**src/rtl/rr_arbiter_8.sv**
```systemverilog
// Eight-way round-robin arbiter with rotating priority pointer and bounded tenure.
// The one-hot grant is a decode of the registered grant_id gated by busy.

// 3-to-8 line decoder with active-high enable.
module line_dec_3to8 (
  input  logic [2:0] sel,
  input  logic       en,
  output logic [7:0] dout
);

  // One-hot decode of sel; all zero when disabled.
  always_comb begin
    dout = '0;
    if (en) begin
      dout[sel] = 1'b1;
    end
  end

endmodule

module rr_arbiter_8 #(
  parameter int unsigned MAX_HOLD = 4
) (
  input  logic       clock,
  input  logic       reset,
  input  logic [7:0] req,
  output logic [7:0] grant,
  output logic [2:0] grant_id,
  output logic       busy
);

  localparam int unsigned N_REQ = 8;
  localparam int unsigned ID_W  = 3;
  localparam int unsigned CNT_W = 4;
  localparam logic [CNT_W-1:0] MAX_HOLD_C = CNT_W'(MAX_HOLD);

  typedef enum logic {
    IDLE  = 1'b0,
    GRANT = 1'b1
  } state_e;

  state_e           state_q, state_d;
  logic [ID_W-1:0]  ptr_q, ptr_d;
  logic [ID_W-1:0]  grant_id_q, grant_id_d;
  logic             busy_q, busy_d;
  logic [CNT_W-1:0] hold_cnt_q, hold_cnt_d;

  logic [ID_W-1:0]  scan_idx;
  logic             pick_found;
  logic [ID_W-1:0]  pick_id;
  logic             others_pending;

  // Grant lines come straight from registered state, so req has no path to grant.
  line_dec_3to8 u_dec (
    .sel  (grant_id_q),
    .en   (busy_q),
    .dout (grant)
  );

  assign grant_id = grant_id_q;
  assign busy     = busy_q;

  // Another requester is waiting besides the current holder.
  assign others_pending = |(req & ~grant);

  // First set request scanning upward from ptr with wrap-around.
  always_comb begin
    pick_found = 1'b0;
    pick_id    = ptr_q;
    scan_idx   = ptr_q;
    for (int i = 0; i < int'(N_REQ); i++) begin
      scan_idx = ptr_q + ID_W'(i);
      if (!pick_found && req[scan_idx]) begin
        pick_found = 1'b1;
        pick_id    = scan_idx;
      end
    end
  end

  // Next-state: arbitrate in IDLE; release, preempt or hold in GRANT.
  always_comb begin
    state_d    = state_q;
    ptr_d      = ptr_q;
    grant_id_d = grant_id_q;
    busy_d     = busy_q;
    hold_cnt_d = hold_cnt_q;
    case (state_q)
      IDLE: begin
        busy_d = 1'b0;
        if (pick_found) begin
          state_d    = GRANT;
          grant_id_d = pick_id;
          busy_d     = 1'b1;
          hold_cnt_d = CNT_W'(1);
        end
      end
      GRANT: begin
        if (!req[grant_id_q] || ((hold_cnt_q >= MAX_HOLD_C) && others_pending)) begin
          state_d = IDLE;
          busy_d  = 1'b0;
          ptr_d   = grant_id_q + ID_W'(1);
        end else if (hold_cnt_q < MAX_HOLD_C) begin
          hold_cnt_d = hold_cnt_q + CNT_W'(1);
        end
      end
      default: begin
        state_d = IDLE;
        busy_d  = 1'b0;
      end
    endcase
  end

  // State registers with synchronous reset.
  always_ff @(posedge clock) begin
    if (reset) begin
      state_q    <= IDLE;
      ptr_q      <= '0;
      grant_id_q <= '0;
      busy_q     <= 1'b0;
      hold_cnt_q <= '0;
    end else begin
      state_q    <= state_d;
      ptr_q      <= ptr_d;
      grant_id_q <= grant_id_d;
      busy_q     <= busy_d;
      hold_cnt_q <= hold_cnt_d;
    end
  end

endmodule

```
**config.mk**
```make
export PLATFORM = sky130hd
export DESIGN_NAME = rr_arbiter_8
export DESIGN_NICKNAME = d
export VERILOG_FILES = /design/src/rtl/rr_arbiter_8.sv
export SDC_FILE = /design/constraint.sdc
export NUM_CORES = 1
export LEC_CHECK = 0
export ABC_AREA = 0
export CORE_MARGIN = 2
export CORE_UTILIZATION = 32
export CTS_CLUSTER_DIAMETER = 30
export CTS_CLUSTER_SIZE = 30
export DETAILED_ROUTE_END_ITERATION = 8
export DONT_BUFFER_PORTS = 1
export PLACE_DENSITY = 0.54
export SYNTH_ARGS = -nofsm -noshare
export SYNTH_HDL_FRONTEND = slang
export SYNTH_HIERARCHICAL = 1
export SYNTH_SLANG_ARGS = --single-unit
```
**constraint.sdc**
```tcl
create_clock -name clock -period 3.6 [get_ports clock]
set_input_delay 0.72 -clock clock [delete_from_list [all_inputs] [get_ports clock]]
set_output_delay 0.72 -clock clock [all_outputs]
set_load 0.03 [all_outputs]
```
# Word-level counts from Yosys, hierarchy flattened
# Index checks and enable logic that the tools add are counted.
[totals]
register_bits = 12
input_bits = 10
output_inout_bits = 12
[op_classes]
addsub = 9
n_lt_le_gt_ge = 12
eq_ne = 4
muxes = 45
bitwise_logic = 3
reduce_logical = 22
[op_table]
columns = ["cell", "n"]
rows = [
  ["less-than comparator 3 x 4 -> 1 bit (second input constant)", 9],
  ["binary-select mux 1 bit (select 3 bit)", 9],
  ["2-to-1 mux 1 bit", 21],
  ["2-to-1 mux 3 bit", 7],
  ["adder 3 bit (second input constant)", 4],
  ["2-to-1 mux 4 bit", 3],
  ["logical AND 1 bit", 9],
  ["bitwise AND 8 bit", 1],
  ["logical NOT 1 bit", 8],
  ["2-to-1 mux 8 bit", 1],
  ["inverter 8 bit", 1],
  ["case mux 4 bit (2 select lines)", 1],
  ["OR reduction 8 bit", 1],
  ["adder 3 x 1 -> 3 bit (second input constant)", 2],
  ["adder 3 x 2 -> 3 bit (second input constant)", 2],
  ["adder 4 x 1 -> 4 bit (second input constant)", 1],
  ["greater-or-equal comparator 4 x 3 -> 1 bit (second input constant)", 1],
  ["less-than comparator 4 x 3 -> 1 bit (second input constant)", 1],
  ["!= test 2 x 1 -> 1 bit (second input constant)", 2],
  ["!= test 2 bit (second input constant)", 2],
  ["case mux 1 bit (2 select lines)", 2],
  ["AND reduction 2 bit", 2],
  ["demux 1 bit (select 3 bit)", 1],
  ["greater-or-equal comparator 3 x 1 -> 1 bit (second input constant)", 1],
  ["3 further kinds", 3],
]

# Logic depth before layout (Yosys ltp)
# Gate-level depths: netlist of the first run.
[logic_depth]
depth_word = 26
mapped_depth = 13

# Cells and area by module
# Netlist of the first run, hierarchy kept.
[by_module_without_submodules]
columns = ["module", "n_inst", "cells_per_inst", "area_per_inst_um2", "seq_area_each_um2"]
rows = [
  ["rr_arbiter_8", 1, 191, 1625.3, 240.2],
  ["line_dec_3to8", 1, 8, 95.1, 0.0],
]

# Worst setup path before layout of the first run
# Ideal clock, no wire load.
[synth_path]
kind = "flip-flop to flip-flop"
start = "register ptr_q[1]"
end = "register grant_id_q[2] (netlist: grant_id[2])"
arrival_time_ps = 3307
t_required_ps = 3478
slack_ps = 171
path_stages_with_launch = 13
path_buffers = 3
period_less_slack_ps = 3429
path_cell_list = "dfxtp_1 clkbuf_1 clkbuf_1 inv_1 ha_1 mux4_1 nor4_4 nand3_2 o21ba_1 buf_6 nor3b_1 o211a_1 a311o_1"
[synth_via]
elab_chain_cells = 25
[synth_lines]
columns = ["item", "line_no", "text"]
rows = [
  ["start: declaration", "43", "logic [ID_W-1:0] ptr_q, ptr_d;"],
  ["start signal: assignment", "123", "ptr_q <= ptr_d;"],
  ["parallel branches: the longest is 25 deep, another holds adder 3 x 1 -> 3 bit", "--", ""],
  ["end signal: assignment", "124", "grant_id_q <= grant_id_d;"],
  ["end: declaration", "44", "logic [ID_W-1:0] grant_id_q, grant_id_d;"],
]
# Several ways; the timed one is not identified. The select of a mux whose other input is x is not followed.
# A chain may end at the register's enable or synchronous reset.

# Final worst setup path of the first run
[layout_path]
start = "register ptr_q[0]"
end = "register grant_id_q[2] (netlist: grant_id[2])"
# The elaborated chain is that of the path after synthesis.

==> metrics.log, run 1 <==
INFO  metric run_status = finished, final reports clean
INFO  metric grt_pass1_wl = 7.21 mm
INFO  metric first_global_vias = 1487
INFO  metric avgViaCountPerCell = 5.79
INFO  metric initialDrtViolationCount = 81
INFO  metric cp-end-kind = flop
INFO  metric yosysWarnings = 6
INFO  metric design.portCount = 22
INFO  metric crit_type = flop to flop
INFO  metric setup_violations = 0
INFO  metric clk_pin_slew = 0.05 ns
INFO  metric nets = 213
INFO  metric initial_utilization = 33.5%
INFO  metric power.leakage = 0.688 nW
INFO  metric synth-seq-cells = 12
INFO  metric dp_hpwl = 3.25 mm
INFO  metric synth-edff-count = 0
INFO  metric worstMarginPinSlew = 0.714 ns
INFO  metric drv_slew = 0
INFO  metric final_cell_mix = sky130_fd_sc_hd__nor2_1 (18), sky130_fd_sc_hd__inv_1 (15), sky130_fd_sc_hd__nand2_1 (15)
INFO  metric netlist-cell-type-count = 61
INFO  metric routed-via-count = 1545
INFO  metric synth_simple_gate_area_share = 25.8%
INFO  metric grt_start_max_net_pins = 23
INFO  metric x_dimension_of_the_die = 77.3 microns
INFO  metric timing.fmax = 341 MHz
INFO  metric layout_setup_ws = 0.668 ns
INFO  metric yosysSeqAreaShare = 14.0%
INFO  metric track_usage = 14.8%
INFO  metric max-cap-violations = 0
INFO  metric h_tree_lvl_count = 1
INFO  metric required_time_at_the_worst_slack_endpoint = 3.73 ns
INFO  metric synth_mux_area_share = 27.3%
INFO  metric type_of_element_launching_the_critical_path = flop
INFO  metric synth_xor_area_share = 3.05%
INFO  metric cts_inserted_buffers = 3
INFO  metric cts_tree = yes
INFO  metric headroom_to_the_max_slew_limit = 52.3%
INFO  metric finalClockSkew = 0.000786 ns
INFO  metric min_path_type = flop to flop
INFO  metric rsz0062_at_grt = no
INFO  metric fin_setup_tns = 0 ns
INFO  metric power.density = 711 mW/mm^2
INFO  metric pre_cts_slack = 0.664 ns
INFO  metric core_area = 0.00514 sq mm
INFO  metric worst_path_largest_cell_delay = 0.59 ns
INFO  metric vdd_ir_drop_max = 0.263 mV
INFO  metric drcViolationCount = 0
INFO  metric synth_cells = 199
INFO  metric timing.critical_path.slowest_stage_cell = sky130_fd_sc_hd__mux4_2
INFO  metric final_antenna_net_count = 0
INFO  metric worstPathArrival = 3.06 ns
INFO  metric endpoints_failing_hold = 0
INFO  metric final_layout_fill_cell_count = 560
INFO  metric postRouteWirelength = 4.30 mm
INFO  metric post_synth_fa_ha_maj_area_fraction = 2.91%
INFO  metric syn_avg_cell_area = 8.65 sq um
INFO  metric layout-drive-gt1-share = 16.2%
INFO  metric number_of_port_buffers = 0
INFO  metric mappedNetlistNets = 213
INFO  metric cts_resized = 0
INFO  metric globalplace.congestion = 0.767
INFO  metric synth-compound-area-share = 20.1%
INFO  metric max-clock-path-buffers = 2
INFO  metric asyncSetResetFlopFracSynth = 0%
INFO  metric clockRootBuffer = sky130_fd_sc_hd__clkbuf_8
INFO  metric initial_antenna_violation_count = 0
INFO  metric dieHeight = 77.3 microns
INFO  metric die_area = 0.00598 sq mm
INFO  metric dominant_combinational_cell_family_by_area_after_synthesis = multiplexers
INFO  metric diodes = 0
INFO  metric most_common_cell_after_layout_fill_and_taps_aside = sky130_fd_sc_hd__nor2_1
INFO  metric post_cts_hold_buffer_count = 0
INFO  metric postCtsSetupBuffers = 0
INFO  metric timing.final.crit_share = 81.4%
INFO  metric syn2layout_area_growth = 6.98%
INFO  metric synthFlopType = sky130_fd_sc_hd__dfxtp_1
INFO  metric detail_route.wl_per_cell = 16.1 microns
INFO  metric critical_path.cell_chain = inv_1, ha_1, buf_4, mux4_2, nor4_4, nand3_2, o21ba_1, nor3b_1, o211a_1, a311o_1
INFO  metric final_period_minus_worst_setup_slack = 2.93 ns
INFO  metric placement_rows = 26
INFO  metric firstDrtPassIters = 4
INFO  metric gr_ovfl_total = 0
INFO  metric cts.sink_count = 12
INFO  metric worstPathMaxFanout = 11
INFO  metric clock_latency = 0.24 ns
INFO  metric synth_area = 0.00172 sq mm
==> state kept, by name (all words and copies together) (netlist names) <==
signal / count
hold_cnt_q: 4
ptr_q: 3
busy: 1
grant_id: 3
state_q: 1
==> logic make-up after synthesis <==
| logic type | count (synthesis) |
|---|---|
| xor+xnor | 6 |
| fa+ha+maj | 4 |
| mux | 27 |
| flops | 12 |
| simple gates | 75 |
| buf+inv | 27 |
| compound gates | 48 |
==> cell usage after synthesis, types with 3 or more instances <==
library cell | count | share of area (%)
sky130_fd_sc_hd__a211oi_1 | 3 | 1.3
sky130_fd_sc_hd__a21oi_1 | 4 | 1.2
sky130_fd_sc_hd__clkbuf_1 | 8 | 1.7
sky130_fd_sc_hd__dfxtp_1 | 12 | 14
sky130_fd_sc_hd__ha_1 | 4 | 2.9
sky130_fd_sc_hd__inv_1 | 15 | 3.3
sky130_fd_sc_hd__mux2_2 | 5 | 3.3
sky130_fd_sc_hd__mux2i_1 | 8 | 4.7
sky130_fd_sc_hd__mux4_1 | 7 | 11
sky130_fd_sc_hd__mux4_2 | 5 | 6.5
sky130_fd_sc_hd__nand2_1 | 15 | 3.3
sky130_fd_sc_hd__nand2b_1 | 4 | 1.5
sky130_fd_sc_hd__nand3_1 | 3 | 0.87
sky130_fd_sc_hd__nand4_1 | 3 | 1.1
sky130_fd_sc_hd__nor2_1 | 18 | 3.9
sky130_fd_sc_hd__nor2b_1 | 3 | 1.1
sky130_fd_sc_hd__nor3_1 | 10 | 2.9
sky130_fd_sc_hd__nor3b_1 | 3 | 1.3
sky130_fd_sc_hd__o211ai_1 | 3 | 1.3
sky130_fd_sc_hd__o21ai_0 | 8 | 2.3
sky130_fd_sc_hd__o22ai_1 | 6 | 2.2
sky130_fd_sc_hd__xnor2_1 | 3 | 1.5
sky130_fd_sc_hd__xor2_1 | 3 | 1.5
==> final cells by class <==
cell class | instances | area [sq um] | share of cell area, %
multi-input combinational | 160 | 1360 | 74.0
inverter | 15 | 56.3 | 3.06
timing repair buffer | 7 | 52.6 | 2.86
sequential | 12 | 240 | 13.1
tap | 70 | 87.6 | 4.76
clock buffer | 3 | 41.3 | 2.24
==> stage by stage <==
step | area [sq um] | utilization (%) | hold WS [ns] | total power, mW | std cells
global route | 1840 | 35.8 | 0.500 | 1.42 | 267
floorplan | 1720 | - | 0.440 | 1.02 | 199
finish | 1840 | 35.8 | 0.463 | 1.31 | 267
detailed placement | 1800 | 35.0 | 0.462 | 1.19 | 264
CTS | 1840 | 35.8 | 0.469 | 1.32 | 267
global placement | 1800 | 35.0 | 0.458 | 1.20 | 264
==> path summary, 6_finish.rpt <==
check	end	cells after the start	start	slack, ns
hold / removal	hold_cnt_q[1]	2	hold_cnt_q[1]	0.46
setup / recovery	grant_id[2]	10	ptr_q[0]	0.67
hold reg to reg	hold_cnt_q[1]	2	hold_cnt_q[1]	0.46
setup reg to reg	grant_id[2]	10	ptr_q[0]	0.67
==> critical path: cells and delay by family (launching register included) <==
kind                       cells  cell delay, ns
AOI/OAI and AO/OA              3            0.67
adders and majority gates      1            0.33
buffers and inverters          2            0.31
DFF                            1            0.32
muxes                          1            0.59
and+or+nand+nor                3            0.60
==> metal layers <==
layer	vias up	routed length [microns]	GRT usage (%)
met3	7	206	3.41
met4	0	47	2.86
li1	775	-	-
met5	-	0	0
met1	732	1960	19.5
met2	31	2080	24.8
==> where the power goes <==
| part | leakage, nW | internal, mW | switching (mW) |
|---|---|---|---|
| Clock | 0.0216 | 0.0735 | 0.0466 |
| Sequential | 0.0986 | 0.170 | 0.109 |
| Combinational | 0.567 | 0.411 | 0.497 |
| Total | 0.688 | 0.655 | 0.653 |
No activity file was read; power rests on OpenSTA's default activity.
==> inputs of run 2 (changes only) <==
--- a/config.mk
+++ b/config.mk
@@ -5,14 +5,14 @@
 export SDC_FILE = /design/constraint.sdc
 export NUM_CORES = 1
 export LEC_CHECK = 0
-export ABC_AREA = 0
+export ABC_AREA = 1
 export CORE_MARGIN = 2
 export CORE_UTILIZATION = 32
 export CTS_CLUSTER_DIAMETER = 30
 export CTS_CLUSTER_SIZE = 30
 export DETAILED_ROUTE_END_ITERATION = 8
 export DONT_BUFFER_PORTS = 1
-export PLACE_DENSITY = 0.54
+export PLACE_DENSITY = 0.53
 export SYNTH_ARGS = -nofsm -noshare
 export SYNTH_HDL_FRONTEND = slang
 export SYNTH_HIERARCHICAL = 1
==> constraint.sdc (replaced) <==
create_clock -name clock -period 3 [get_ports clock]
set_input_delay 0.6 -clock clock [delete_from_list [all_inputs] [get_ports clock]]
set_output_delay 0.6 -clock clock [all_outputs]
set_load 0.03 [all_outputs]
==> metrics.log, run 2 <==
INFO  metric cp-end-kind = flop
INFO  metric h_tree_lvl_count = 1
INFO  metric layout_setup_ws = 0.564 ns
INFO  metric clk_pin_slew = 0.05 ns
INFO  metric firstDrtPassIters = 4
INFO  metric synth-compound-area-share = 13.6%
INFO  metric type_of_element_launching_the_critical_path = flop
INFO  metric pre_cts_slack = 0.558 ns
INFO  metric mappedNetlistNets = 256
INFO  metric fin_total_pwr = 1.49 mW
INFO  metric cts_tree = yes
INFO  metric multi_input_area = 982 sq um
INFO  metric gr_ovfl_total = 0
INFO  metric max-cap-violations = 0
INFO  metric yosysWarnings = 6
INFO  metric syn2layout_area_growth = 11.9%
INFO  metric run_status = finished, final reports clean
INFO  metric drv_slew = 0
INFO  metric detail_route.wl_per_cell = 11.9 microns
INFO  metric timing.fmax = 411 MHz
INFO  metric synth_largest_area_cell = sky130_fd_sc_hd__nand2_1
INFO  metric max-clock-path-buffers = 2
INFO  metric grt_start_max_net_pins = 14
INFO  metric synth.top_cells.by_area = sky130_fd_sc_hd__nand2_1 (20%), sky130_fd_sc_hd__dfxtp_1 (17%), sky130_fd_sc_hd__nand3_1 (12%), sky130_fd_sc_hd__inv_1 (7.8%), sky130_fd_sc_hd__o21ai_0 (5.0%)
INFO  metric headroom_to_the_max_slew_limit = 59.6%
INFO  metric grt_pass1_wl = 6.33 mm
INFO  metric yosysSeqAreaShare = 17.3%
INFO  metric critical_path.cell_chain = inv_4, ha_1, inv_1, nand3_1, nand2_1, nand2_1, nand2_2, nand2_2, clkinv_2, nand4_4, nor2_4, nand3_2, inv_2, nor2_2, nor2_2, a21boi_2
INFO  metric globalplace.congestion = 0.832
INFO  metric final_layout_fill_cell_count = 461
INFO  metric first_global_vias = 1391
INFO  metric endpoints_failing_hold = 0
INFO  metric synth_area = 0.00139 sq mm
INFO  metric core_area = 0.00409 sq mm
INFO  metric cts_inserted_buffers = 3
INFO  metric routed-via-count = 1467
INFO  metric die_area = 0.00490 sq mm
INFO  metric netlist-cell-type-count = 34
INFO  metric power.leakage = 0.767 nW
INFO  metric dieHeight = 70.0 microns
INFO  metric track_usage = 15.5%
INFO  metric initial_utilization = 34.1%
INFO  metric seq_area = 240 sq um
INFO  metric nets = 268
INFO  metric synth.cells.most_frequent = sky130_fd_sc_hd__nand2_1 (73), sky130_fd_sc_hd__nand3_1 (33), sky130_fd_sc_hd__inv_1 (29)
INFO  metric post_cts_hold_buffer_count = 0
INFO  metric initial_antenna_violation_count = 0
INFO  metric finalClockSkew = 0.00524 ns
INFO  metric worstPathArrival = 2.61 ns
INFO  metric postRouteWirelength = 3.60 mm
INFO  metric dominant_combinational_cell_family_by_area_after_synthesis = simple AND/OR/NAND/NOR gates
INFO  metric timing.critical_path.slowest_stage_cell = sky130_fd_sc_hd__ha_1
INFO  metric synth_simple_gate_area_share = 50.2%
INFO  metric crit_type = flop to flop
INFO  metric syn_avg_cell_area = 5.75 sq um
INFO  metric synth-edff-count = 0
INFO  metric final_period_minus_worst_setup_slack = 2.44 ns
INFO  metric initialDrtViolationCount = 64
INFO  metric x_dimension_of_the_die = 70.0 microns
INFO  metric design.portCount = 22
INFO  metric final_antenna_net_count = 0
INFO  metric most_common_cell_after_layout_fill_and_taps_aside = sky130_fd_sc_hd__nand2_1
INFO  metric synth_mux_area_share = 0%
INFO  metric dp_hpwl = 2.92 mm
INFO  metric cts_resized = 0
INFO  metric timing.final.crit_share = 81.2%
INFO  metric postCtsSetupBuffers = 0
INFO  metric registers.top_by_ff_count = hold_cnt_q
INFO  metric synthFlopType = sky130_fd_sc_hd__dfxtp_1
INFO  metric final_cell_mix = sky130_fd_sc_hd__nand2_1 (73), sky130_fd_sc_hd__nand3_1 (33), sky130_fd_sc_hd__inv_1 (29)
INFO  metric avgViaCountPerCell = 4.84
INFO  metric number_of_port_buffers = 0
INFO  metric diodes = 0
INFO  metric yosys.cell_count.top_type = sky130_fd_sc_hd__nand2_1
INFO  metric final_worst_hold_slack = 0.423 ns
INFO  metric fraction_of_post_synthesis_cell_area_in_the_top_cell_type_by_area = 19.7%
INFO  metric worst_path_largest_cell_delay = 0.40 ns
INFO  metric rsz0062_at_grt = no
INFO  metric post_synth_fa_ha_maj_area_fraction = 3.59%
INFO  metric synth_xor_area_share = 3.14%
INFO  metric worstMarginPinSlew = 0.605 ns
INFO  metric setup_violations = 0
INFO  metric clock_latency = 0.24 ns
INFO  metric number_of_flip_flops_in_the_largest_register = 4
INFO  metric power.density = 957 mW/mm^2
INFO  metric placement_rows = 23
INFO  metric min_path_type = input port to flop
INFO  metric fin_setup_tns = 0 ns
INFO  metric asyncSetResetFlopFracSynth = 0%
INFO  metric layout-drive-gt1-share = 15.0%
INFO  metric cts.sink_count = 12
INFO  metric synth_cells = 242
INFO  metric drcViolationCount = 0
INFO  metric clockRootBuffer = sky130_fd_sc_hd__clkbuf_8
INFO  metric synth-seq-cells = 12
INFO  metric vdd_ir_drop_max = 0.424 mV
INFO  metric worstPathMaxFanout = 13
INFO  metric required_time_at_the_worst_slack_endpoint = 3.18 ns
-- run 2: cell types whose count changed after synthesis, moves of 6 or more --
cell	before	now
sky130_fd_sc_hd__o21ai_0	8	14
sky130_fd_sc_hd__nand2_2	0	8
sky130_fd_sc_hd__inv_1	15	29
sky130_fd_sc_hd__nand3_1	3	33
sky130_fd_sc_hd__nand2_1	15	73
sky130_fd_sc_hd__clkbuf_1	8	0
sky130_fd_sc_hd__mux4_1	7	0
sky130_fd_sc_hd__nor3_1	10	0
sky130_fd_sc_hd__mux2i_1	8	0
-- run 2: worst max-delay path, delay by kind of cell (launching register included) --
kind            cells  cell delay, ns
flops               1            0.37
buf+inv             4            0.45
simple gates       10            0.97
compound gates      1            0.17
fa+ha+maj           1            0.40
-- run 2: where the power goes --
group	switching, mW	internal (mW)
Sequential	0.0857	0.199
Combinational	0.690	0.342
Clock	0.0587	0.116
Total	0.834	0.657
-- run 2: final timing paths --
check                      from            end  slack (ns)  cells after the start
hold / removal            reset  hold_cnt_q[1]        0.42                      1
hold reg to reg   hold_cnt_q[3]  hold_cnt_q[3]        0.45                      2
setup reg to reg       ptr_q[0]  hold_cnt_q[2]        0.56                     16
setup / recovery       ptr_q[0]  hold_cnt_q[2]        0.56                     16
-- run 2: final cells by class --
| class | count | share of cell area [%] |
|---|---|---|
| inverter | 35 | 8.67 |
| tap | 50 | 4.02 |
| multi-input combinational | 191 | 63.1 |
| sequential | 12 | 15.4 |
| clock buffer | 4 | 3.53 |
| timing repair buffer | 11 | 5.30 |
-- run 2: stage by stage --
step | std cells | area (sq um) | util [%]
finish | 303 | 1560 | 38.1
global route | 303 | 1560 | 38.1
CTS | 303 | 1560 | 38.1
detailed placement | 299 | 1500 | 36.8
global placement | 299 | 1500 | 36.8
floorplan | 242 | 1390 | -
-- run 2: logic make-up after synthesis --
logic type	after synthesis
flip-flops	12
AND/OR/NAND/NOR	149
XOR/XNOR	5
buffers and inverters	39
adder cells (fa/ha/maj)	4
AO/OA/AOI/OAI	33
-- run 2: metal layers --
layer  vias to the layer above  global-route usage, %  wire length [microns]
li1                        810                      -                      -
met1                       630                   21.4                   1820
met2                        22                   24.9                   1610
met3                         5                   2.60                    130
met4                         0                   3.85                     40
met5                         -                      0                      0
==> inputs of run 3 (changes only) <==
==> constraint.sdc (replaced) <==
create_clock -name clock -period 2.42 [get_ports clock]
set_input_delay 0.484 -clock clock [delete_from_list [all_inputs] [get_ports clock]]
set_output_delay 0.484 -clock clock [all_outputs]
set_load 0.03 [all_outputs]
==> metrics.log, run 3 (same netlist as run 2, synthesis figures left out) <==
INFO  metric run_status = finished, final reports clean
INFO  metric crit_type = flop to flop
INFO  metric internal_power = 902 uW
INFO  metric timing.fmax = 459 MHz
INFO  metric fin_total_pwr = 1.96 mW
INFO  metric power.leakage = 0.819 nW
INFO  metric timing.final.crit_share = 90.1%
INFO  metric max-cap-violations = 0
INFO  metric clock_power_share = 11.0%
INFO  metric route.met2.wl = 1.68 mm
INFO  metric clockRootBuffer = sky130_fd_sc_hd__clkbuf_8
INFO  metric core_area = 0.00409 sq mm
INFO  metric syn2layout_area_growth = 18.1%
INFO  metric routed-via-count = 1543
INFO  metric cts_resized = 0
INFO  metric route.met3.wl = 164 microns
INFO  metric most_common_cell_after_layout_fill_and_taps_aside = sky130_fd_sc_hd__nand2_1
INFO  metric postCtsSetupBuffers = 0
INFO  metric postRouteWirelength = 3.62 mm
INFO  metric h_tree_lvl_count = 1
INFO  metric design.portCount = 22
INFO  metric vdd_ir_drop_max = 0.593 mV
INFO  metric number_of_flip_flops_in_the_largest_register = 4
INFO  metric top_layer_used = met4
INFO  metric clock_latency = 0.24 ns
INFO  metric final_design_area_no_fill = 0.00164 sq mm
INFO  metric cp-end-kind = flop
INFO  metric final_antenna_net_count = 0
INFO  metric dp_hpwl = 2.96 mm
INFO  metric share_seq_of_total_power = 15.4%
INFO  metric switching_share = 54.1%
INFO  metric layout-drive-gt1-share = 19.4%
INFO  metric grt_pass1_wl = 6.29 mm
INFO  metric post_cts_hold_buffer_count = 0
INFO  metric min_path_type = input port to flop
INFO  metric rsz0062_at_grt = no
INFO  metric x_dimension_of_the_die = 70.0 microns
INFO  metric worstPathArrival = 2.31 ns
INFO  metric cts.sink_count = 12
INFO  metric drv_slew = 0
INFO  metric power.density = 1190 mW/mm^2
INFO  metric first_global_vias = 1419
INFO  metric initial_antenna_violation_count = 0
INFO  metric worstPathMaxFanout = 10
INFO  metric required_time_at_the_worst_slack_endpoint = 2.55 ns
INFO  metric setup_violations = 0
INFO  metric die_area = 0.00490 sq mm
INFO  metric max-clock-path-buffers = 2
INFO  metric diodes = 0
INFO  metric firstDrtPassIters = 4
INFO  metric met1Wirelength = 1.72 mm
INFO  metric clk_pin_slew = 0.06 ns
INFO  metric detail_route.wl_per_cell = 11.6 microns
INFO  metric type_of_element_launching_the_critical_path = flop
INFO  metric endpoints_failing_hold = 0
INFO  metric final_cell_mix = sky130_fd_sc_hd__nand2_1 (73), sky130_fd_sc_hd__nand3_1 (33), sky130_fd_sc_hd__inv_1 (28)
INFO  metric placement_rows = 23
INFO  metric dieHeight = 70.0 microns
INFO  metric avgViaCountPerCell = 4.93
INFO  metric final_worst_hold_slack = 0.312 ns
INFO  metric number_of_port_buffers = 0
INFO  metric comb_power_share = 73.7%
INFO  metric track_usage = 15.3%
INFO  metric registers.top_by_ff_count = hold_cnt_q
INFO  metric headroom_to_the_max_slew_limit = 74.6%
INFO  metric power_switching = 1.06 mW
INFO  metric drcViolationCount = 0
INFO  metric final_period_minus_worst_setup_slack = 2.18 ns
INFO  metric gr_ovfl_total = 0
INFO  metric worstMarginPinSlew = 0.377 ns
INFO  metric grt_start_max_net_pins = 13
INFO  metric nets = 278
INFO  metric initial_utilization = 34.1%
INFO  metric initialDrtViolationCount = 81
INFO  metric cts_inserted_buffers = 3
INFO  metric placed_area = 0.00158 sq mm
INFO  metric globalplace.congestion = 0.836
INFO  metric finalClockSkew = 0.00847 ns
INFO  metric fin_setup_tns = 0 ns
INFO  metric cts_tree = yes
==> run 3: cell count changes in the layout (fill, tap and decap cells not counted), sizes merged <==
cell | previous run | this run
buf | 11 | 21
==> run 3: final timing paths <==
kind	cells past startpoint	slack (ns)	to	from
worst max-delay path	14	0.24	grant_id[0]	ptr_q[0]
worst min-delay path	1	0.31	hold_cnt_q[1]	reset
worst max register to register	14	0.24	grant_id[0]	ptr_q[0]
worst min register to register	2	0.45	hold_cnt_q[3]	hold_cnt_q[3]
==> run 3: power by group through the flow <==
| stage | clock network (mW) | logic [mW] | registers (mW) |
|---|---|---|---|
| finish | 0.215 | 1.45 | 0.302 |
| global route | 0.231 | 1.64 | 0.307 |
| global placement | 0 | 1.43 | 0.307 |
| CTS | 0.218 | 1.42 | 0.302 |
| detailed placement | 0 | 1.42 | 0.305 |
| floorplan | 0 | 1.04 | 0.336 |
==> run 3: worst max-delay path, stage by stage (launching register included) <==
cell and delay [ns]:
sky130_fd_sc_hd__dfxtp_1 0.37, sky130_fd_sc_hd__buf_4 0.19, sky130_fd_sc_hd__ha_1 0.20, sky130_fd_sc_hd__xor2_1 0.24
sky130_fd_sc_hd__nand2_1 0.10, sky130_fd_sc_hd__nand2_2 0.09, sky130_fd_sc_hd__nand2_2 0.06, sky130_fd_sc_hd__clkinv_2 0.07
sky130_fd_sc_hd__nand4_4 0.11, sky130_fd_sc_hd__nor2_4 0.17, sky130_fd_sc_hd__nand3_2 0.10, sky130_fd_sc_hd__inv_2 0.07
sky130_fd_sc_hd__nor2_2 0.05, sky130_fd_sc_hd__o21ai_0 0.19, sky130_fd_sc_hd__nor2b_2 0.07
==> run 3: layout make-up <==
class	instances	area (sq um)
Sequential cell	12	240
Fill cell	451	2440
Tap cell	50	62.6
Timing Repair Buffer	21	158
Inverter	35	135
Multi-Input combinational cell	191	993
Clock buffer	4	55.1
==> run 3: metal layers <==
layer | up-vias | global-route usage, %
li1 | 828 | -
met1 | 671 | 20.4
met2 | 36 | 25.7
met3 | 8 | 2.45
met4 | 0 | 3.85
met5 | - | 0
==> run 3: per-stage QoR <==
stage	util, %	cells	setup slack, ns
2_1_floorplan	-	242	0.0312
3_3_place_gp	38.6	309	0.164
3_5_place_dp	38.6	309	0.193
4_1_cts	40.0	313	0.176
5_1_grt	40.2	313	0.00873
6_report	40.2	313	0.240
